$ cat src/rtl/dcache_pkg.sv
// Shared widths, FSM state type and address field helpers for the data cache.
package dcache_pkg;

    localparam int unsigned ADDR_W   = 10;
    localparam int unsigned DATA_W   = 32;
    localparam int unsigned INDEX_W  = 5;
    localparam int unsigned OFFSET_W = 2;
    localparam int unsigned TAG_W    = ADDR_W - INDEX_W - OFFSET_W;
    localparam int unsigned LINES    = 1 << INDEX_W;
    localparam int unsigned WORDS    = 1 << OFFSET_W;

    typedef enum logic [1:0] {
        StIdle,
        StRefill,
        StWrite
    } state_t;

    function automatic logic [TAG_W-1:0] get_tag(input logic [ADDR_W-1:0] addr);
        return addr[ADDR_W-1 -: TAG_W];
    endfunction

    function automatic logic [INDEX_W-1:0] get_index(input logic [ADDR_W-1:0] addr);
        return addr[OFFSET_W +: INDEX_W];
    endfunction

    function automatic logic [OFFSET_W-1:0] get_offset(input logic [ADDR_W-1:0] addr);
        return addr[OFFSET_W-1:0];
    endfunction

endpackage

$ cat src/rtl/dcache_line_array.sv
// Valid/tag/data storage for the direct-mapped cache: asynchronous read, one-word
// synchronous write port, and a synchronous clear of every valid bit on rst.
module dcache_line_array
    import dcache_pkg::*;
(
    input  logic                clk,
    input  logic                rst,
    input  logic [INDEX_W-1:0]  rd_index,
    input  logic [OFFSET_W-1:0] rd_offset,
    output logic                rd_valid,
    output logic [TAG_W-1:0]    rd_tag,
    output logic [DATA_W-1:0]   rd_data,
    input  logic                wr_en,
    input  logic [INDEX_W-1:0]  wr_index,
    input  logic [OFFSET_W-1:0] wr_offset,
    input  logic [DATA_W-1:0]   wr_data,
    input  logic                set_valid,
    input  logic                clr_valid,
    input  logic [TAG_W-1:0]    wr_tag
);

    logic [LINES-1:0]  valid_q;
    logic [TAG_W-1:0]  tag_q  [LINES];
    logic [DATA_W-1:0] data_q [LINES*WORDS];

    // Valid bits: reset wins, then line completion, then invalidation at refill start.
    always_ff @(posedge clk) begin
        if (rst) begin
            valid_q <= '0;
        end else if (set_valid) begin
            valid_q[wr_index] <= 1'b1;
        end else if (clr_valid) begin
            valid_q[wr_index] <= 1'b0;
        end
    end

    // Tag is written together with the valid bit when a refill completes.
    always_ff @(posedge clk) begin
        if (set_valid) begin
            tag_q[wr_index] <= wr_tag;
        end
    end

    // Data words carry no reset; a line is only trusted once its valid bit is set.
    always_ff @(posedge clk) begin
        if (wr_en) begin
            data_q[{wr_index, wr_offset}] <= wr_data;
        end
    end

    assign rd_valid = valid_q[rd_index];
    assign rd_tag   = tag_q[rd_index];
    assign rd_data  = data_q[{rd_index, rd_offset}];

endmodule

$ cat src/rtl/dcache_controller.sv
// Direct-mapped, write-through, no-write-allocate data cache controller. Read hits are
// served combinationally; read misses refill a whole line in word order, stores are
// written through to backing memory while the core is stalled.
module dcache_controller
    import dcache_pkg::*;
(
    input  logic              clk,
    input  logic              rst,
    input  logic              MemRead,
    input  logic              MemWrite,
    input  logic [ADDR_W-1:0] WordAddress,
    input  logic [DATA_W-1:0] DataIn,
    output logic [DATA_W-1:0] DataOut,
    output logic              stall,
    output logic              mem_rd_req,
    output logic              mem_wr_req,
    output logic [ADDR_W-1:0] mem_addr,
    output logic [DATA_W-1:0] mem_wdata,
    input  logic [DATA_W-1:0] mem_rdata,
    input  logic              mem_ready
);

    localparam int unsigned BASE_W = ADDR_W - OFFSET_W;

    state_t              state_q, state_d;
    logic [OFFSET_W-1:0] cnt_q, cnt_d;
    logic [BASE_W-1:0]   base_q, base_d;
    logic [DATA_W-1:0]   dout_q;

    logic                arr_valid;
    logic [TAG_W-1:0]    arr_tag;
    logic [DATA_W-1:0]   arr_rdata;
    logic                arr_wr_en;
    logic [INDEX_W-1:0]  arr_wr_index;
    logic [OFFSET_W-1:0] arr_wr_offset;
    logic [DATA_W-1:0]   arr_wr_data;
    logic                arr_set_valid;
    logic                arr_clr_valid;
    logic [TAG_W-1:0]    arr_wr_tag;
    logic                hit;
    logic                rd_hit_now;

    dcache_line_array u_lines (
        .clk       (clk),
        .rst       (rst),
        .rd_index  (get_index(WordAddress)),
        .rd_offset (get_offset(WordAddress)),
        .rd_valid  (arr_valid),
        .rd_tag    (arr_tag),
        .rd_data   (arr_rdata),
        .wr_en     (arr_wr_en & ~rst),
        .wr_index  (arr_wr_index),
        .wr_offset (arr_wr_offset),
        .wr_data   (arr_wr_data),
        .set_valid (arr_set_valid & ~rst),
        .clr_valid (arr_clr_valid & ~rst),
        .wr_tag    (arr_wr_tag)
    );

    assign hit = arr_valid && (arr_tag == get_tag(WordAddress));

    // State, refill counter, latched line base and held load data.
    always_ff @(posedge clk) begin
        if (rst) begin
            state_q <= StIdle;
            cnt_q   <= '0;
            base_q  <= '0;
            dout_q  <= '0;
        end else begin
            state_q <= state_d;
            cnt_q   <= cnt_d;
            base_q  <= base_d;
            dout_q  <= DataOut;
        end
    end

    // Next-state, memory-side requests, array write control and core-side outputs.
    always_comb begin
        state_d       = state_q;
        cnt_d         = cnt_q;
        base_d        = base_q;
        stall         = 1'b0;
        mem_rd_req    = 1'b0;
        mem_wr_req    = 1'b0;
        mem_addr      = '0;
        mem_wdata     = '0;
        arr_wr_en     = 1'b0;
        arr_wr_index  = get_index(WordAddress);
        arr_wr_offset = get_offset(WordAddress);
        arr_wr_data   = DataIn;
        arr_set_valid = 1'b0;
        arr_clr_valid = 1'b0;
        arr_wr_tag    = base_q[BASE_W-1 -: TAG_W];
        rd_hit_now    = 1'b0;

        unique case (state_q)
            StIdle: begin
                if (MemWrite) begin
                    stall   = 1'b1;
                    state_d = StWrite;
                end else if (MemRead) begin
                    if (hit) begin
                        rd_hit_now = 1'b1;
                    end else begin
                        stall         = 1'b1;
                        state_d       = StRefill;
                        cnt_d         = '0;
                        base_d        = WordAddress[ADDR_W-1:OFFSET_W];
                        // Line stays invalid until its last word lands, so an abort
                        // never leaves a half-filled line looking valid.
                        arr_clr_valid = 1'b1;
                    end
                end
            end
            StRefill: begin
                stall         = 1'b1;
                mem_rd_req    = 1'b1;
                mem_addr      = {base_q, cnt_q};
                arr_wr_index  = base_q[INDEX_W-1:0];
                arr_wr_offset = cnt_q;
                arr_wr_data   = mem_rdata;
                if (mem_ready) begin
                    arr_wr_en = 1'b1;
                    cnt_d     = cnt_q + 1'b1;
                    if (cnt_q == '1) begin
                        arr_set_valid = 1'b1;
                        state_d       = StIdle;
                    end
                end
            end
            StWrite: begin
                mem_wr_req = 1'b1;
                mem_addr   = WordAddress;
                mem_wdata  = DataIn;
                // Core advances on the ack edge.
                stall      = ~mem_ready;
                if (mem_ready) begin
                    arr_wr_en = hit;
                    state_d   = StIdle;
                end
            end
            default: begin
                state_d = StIdle;
            end
        endcase

        DataOut = rd_hit_now ? arr_rdata : dout_q;
    end

endmodule
$ cat config.mk
export PLATFORM = sky130hd
export DESIGN_NAME = dcache_controller
export DESIGN_NICKNAME = d
export VERILOG_FILES = /design/src/rtl/dcache_pkg.sv /design/src/rtl/dcache_line_array.sv /design/src/rtl/dcache_controller.sv
export SDC_FILE = /design/constraint.sdc
export NUM_CORES = 2
export LEC_CHECK = 0
export ABC_AREA = 1
export CAP_MARGIN = 10
export CORE_UTILIZATION = 50
export DETAILED_ROUTE_END_ITERATION = 8
export PLACE_DENSITY = 0.72
export RECOVER_POWER = 100
export SYNTH_ARGS = -nofsm -noshare
export SYNTH_HDL_FRONTEND = slang
export SYNTH_MEMORY_MAX_BITS = 65536
export SYNTH_SLANG_ARGS = --single-unit
$ cat constraint.sdc
create_clock -name clk -period 6.3 [get_ports clk]
set_input_delay 1.26 -clock clk [delete_from_list [all_inputs] [get_ports clk]]
set_output_delay 1.26 -clock clk [all_outputs]
set_load 0.005 [all_outputs]
==> metrics.csv <==
metric,value,unit
async_reset_ff_share,0,%
die_h,584.2,microns
port_buffers,155,
syn_area_per_cell,12.60,sq um
cts_tree,built,
peakVddDrop,0.3588,mV
max_freq,155.5,MHz
path_max_fanout,96,
io_pins,156,
area_delta_synth_final,13.43,%
worst_pin_slew,3.249,ns
multi_input_area,37990,sq um
whs,0.4618,ns
synth-seq-area-share,75.18,%
clockBufferDepth,4,
hold_viol_final,0,
layout-drive-gt1-share,9.600,%
antenna_found_initial,23,
critPathKind,primary input to output pin,
cts.sinks,4268,
ys_seq_elements,4268,
outcome,"finished, violations left",
postCtsSetupBuffers,0,
dpl.hpwl,285600,microns
row_count,213,
start_util,50.31,%
regArea,127400,sq um
grt-ovfl-total,0,
cts_buffers,413,
gp_congestion,0.8961,
netlist.top_cell.by_area,edfxtp_1,
yosys-top-cells-area,"edfxtp_1, o21ai_0, nor2_1, o22ai_1, nand2_1",
htree_levels,5,
finalMaxSlewViolations,2284,
vias,115700,
cts-resized-gates,0,
synth.distinct_cells,33,
relSlewSlack,-116.6,%
grt_max_degree,104,
ant_nets,0,
place_ws,0.01650,ns
mostFrequentLayoutCells,"edfxtp_1, nor2_1, o21ai_0",
die-width,584.2,microns
first_iter_violations,17040,
finalClockSkew,0.08002,ns
via_per_inst,6.237,
nets,13770,
rsz0062_at_grt,false,
clk_latency,0.94,ns
yosysWarnings,0,
grt.total_usage,28.62,%
placedCellCount,17790,
power.density,317.3,nW/um^2
synth_top_area_share,74.28,%
grt_pass1_wl,721900,microns
wl_per_cell,27.02,microns
die-area,341300,sq um
synthCells,13450,
period_share,102.1,%
worst_slack,-0.1304,ns
critPathLaunchType,primary input,
syn_nets,13530,
holdBufCountCts,0,
synth_edf_count,4192,
arrival,5.17,ns
drc,0,
grt_pass1_vias,109400,
power.leakage,63.34,nW
instances_no_fill,18550,
setup_viol,19,
worstPathRequired,5.04,ns
wl,501100,microns
critPathCaptureType,output pin,
drt_first_pass_iters,7,
period_needed,6.430,ns
synth_area,169500,sq um
hold_class,register to register,
synth_ff_type,edfxtp_1,
coreArea,336900,sq um
post-route-util,57.06,%
clockRootBuffer,clkbuf_16,
n_fill_cell,26100,
clkTransAtPathRegs,0.06,ns
maxCapViolCount,46,
violations,"capacitance limit, slew limit, setup timing",
final_common_cell,edfxtp_1,
[report_power, final]
group | internal (mW) | switching (mW) | total, mW
clock network | 13.9 | 10.5 | 24.3
logic | 1.09 | 3.69 | 4.78
registers | 31.9 | 0.00577 | 31.9
[state kept, by name (all words and copies together) (netlist names), named ones only]
register,cells
u_lines.data_q,4096
cnt_q,2
state_q,2
u_lines.tag_q,96
dout_q,32
base_q,8
[cells in the mapped netlist (2+ instances only)]
library cell and n:
inv_1 82, nand3_4 8, buf_6 23, ha_1 5, nor2_2 81, nand2_1 1515
buf_1 94, nor2_1 2173, nand3_1 1097, dfxtp_1 76, clkinv_1 4, a21oi_1 87
inv_2 5, o21ai_1 14, edfxtp_1 4192, o211ai_1 2, buf_2 149, o22ai_1 1024
clkbuf_1 688, nor3_1 2, buf_4 29, o21ai_0 2054, nand4_1 32, a22oi_1 2
[final cells by class]
type	count	share of cell area, %
Antenna cell	13	0.01692
Inverter	93	0.2089
Clock buffer	493	5.626
Multi-Input combinational cell	8103	19.77
Tap cell	4515	2.939
Sequential cell	4268	66.28
Clock inverter	255	1.204
Timing Repair Buffer	809	3.963
[through the flow]
step                      TNS (ns)  power (mW)  instance area (sq um)
after floorplan                  0       34.92                 169500
final                      -0.6972       60.99                 192200
after global placement           0       37.05                 180200
after detailed placement         0       37.12                 180200
after global routing             0       62.34                 192200
after CTS                        0       60.94                 193300
[logic make-up (layout without fill, tap and decap cells)]
logic type      Yosys count  after routing  share of synthesized area [%]
compound gates         3184           3184                          10.17
fa+ha+maj                 5              5                        0.03691
buf+inv                1076           1650                          2.662
flops                  4268           4268                          75.18
other cells               0             13                              0
simple gates           4914           4914                          11.96
[worst max-delay path: stages]
cell             delay (ns)
buf_16                 0.20
inv_16                 0.31
buf_12                 0.39
buf_4                  0.32
o21ai_0                0.11
o22ai_1                0.13
nand2_1                0.07
nand3_1                0.15
nand3_1                0.09
nand3_1                0.38
nand3_1                0.24
nand2_1                0.46
nand3_1                0.21
nand2_1                0.11
clkdlybuf4s50_1        0.51
[routing by layer]
metal  share of wire, %  vias up  track usage, %  wire length, microns
li1                   -    49980               -                     -
met1                 36    56510           37.35                178100
met2                 46     7712           44.91                229900
met5              0.023        -               0                   115
met4                7.0       14           17.50                 34920
met3                 12     1471           5.103                 58080
[worst paths after layout]
check	startpoint	endpoint	slack [ns]	depth (start not counted)
worst max-delay path	WordAddress[0]	DataOut[28]	-0.13	15
worst min-delay path	base_q[3]$_SDFFE_PP0P_	base_q[3]$_SDFFE_PP0P_	0.46	2
worst max register to register	state_q[1]$_SDFFE_PP0P_	u_lines.data_q[125][10]$_DFFE_PP_	-0.06	11
worst min register to register	base_q[3]$_SDFFE_PP0P_	base_q[3]$_SDFFE_PP0P_	0.46	2
(Power assumes the default switching activity.)
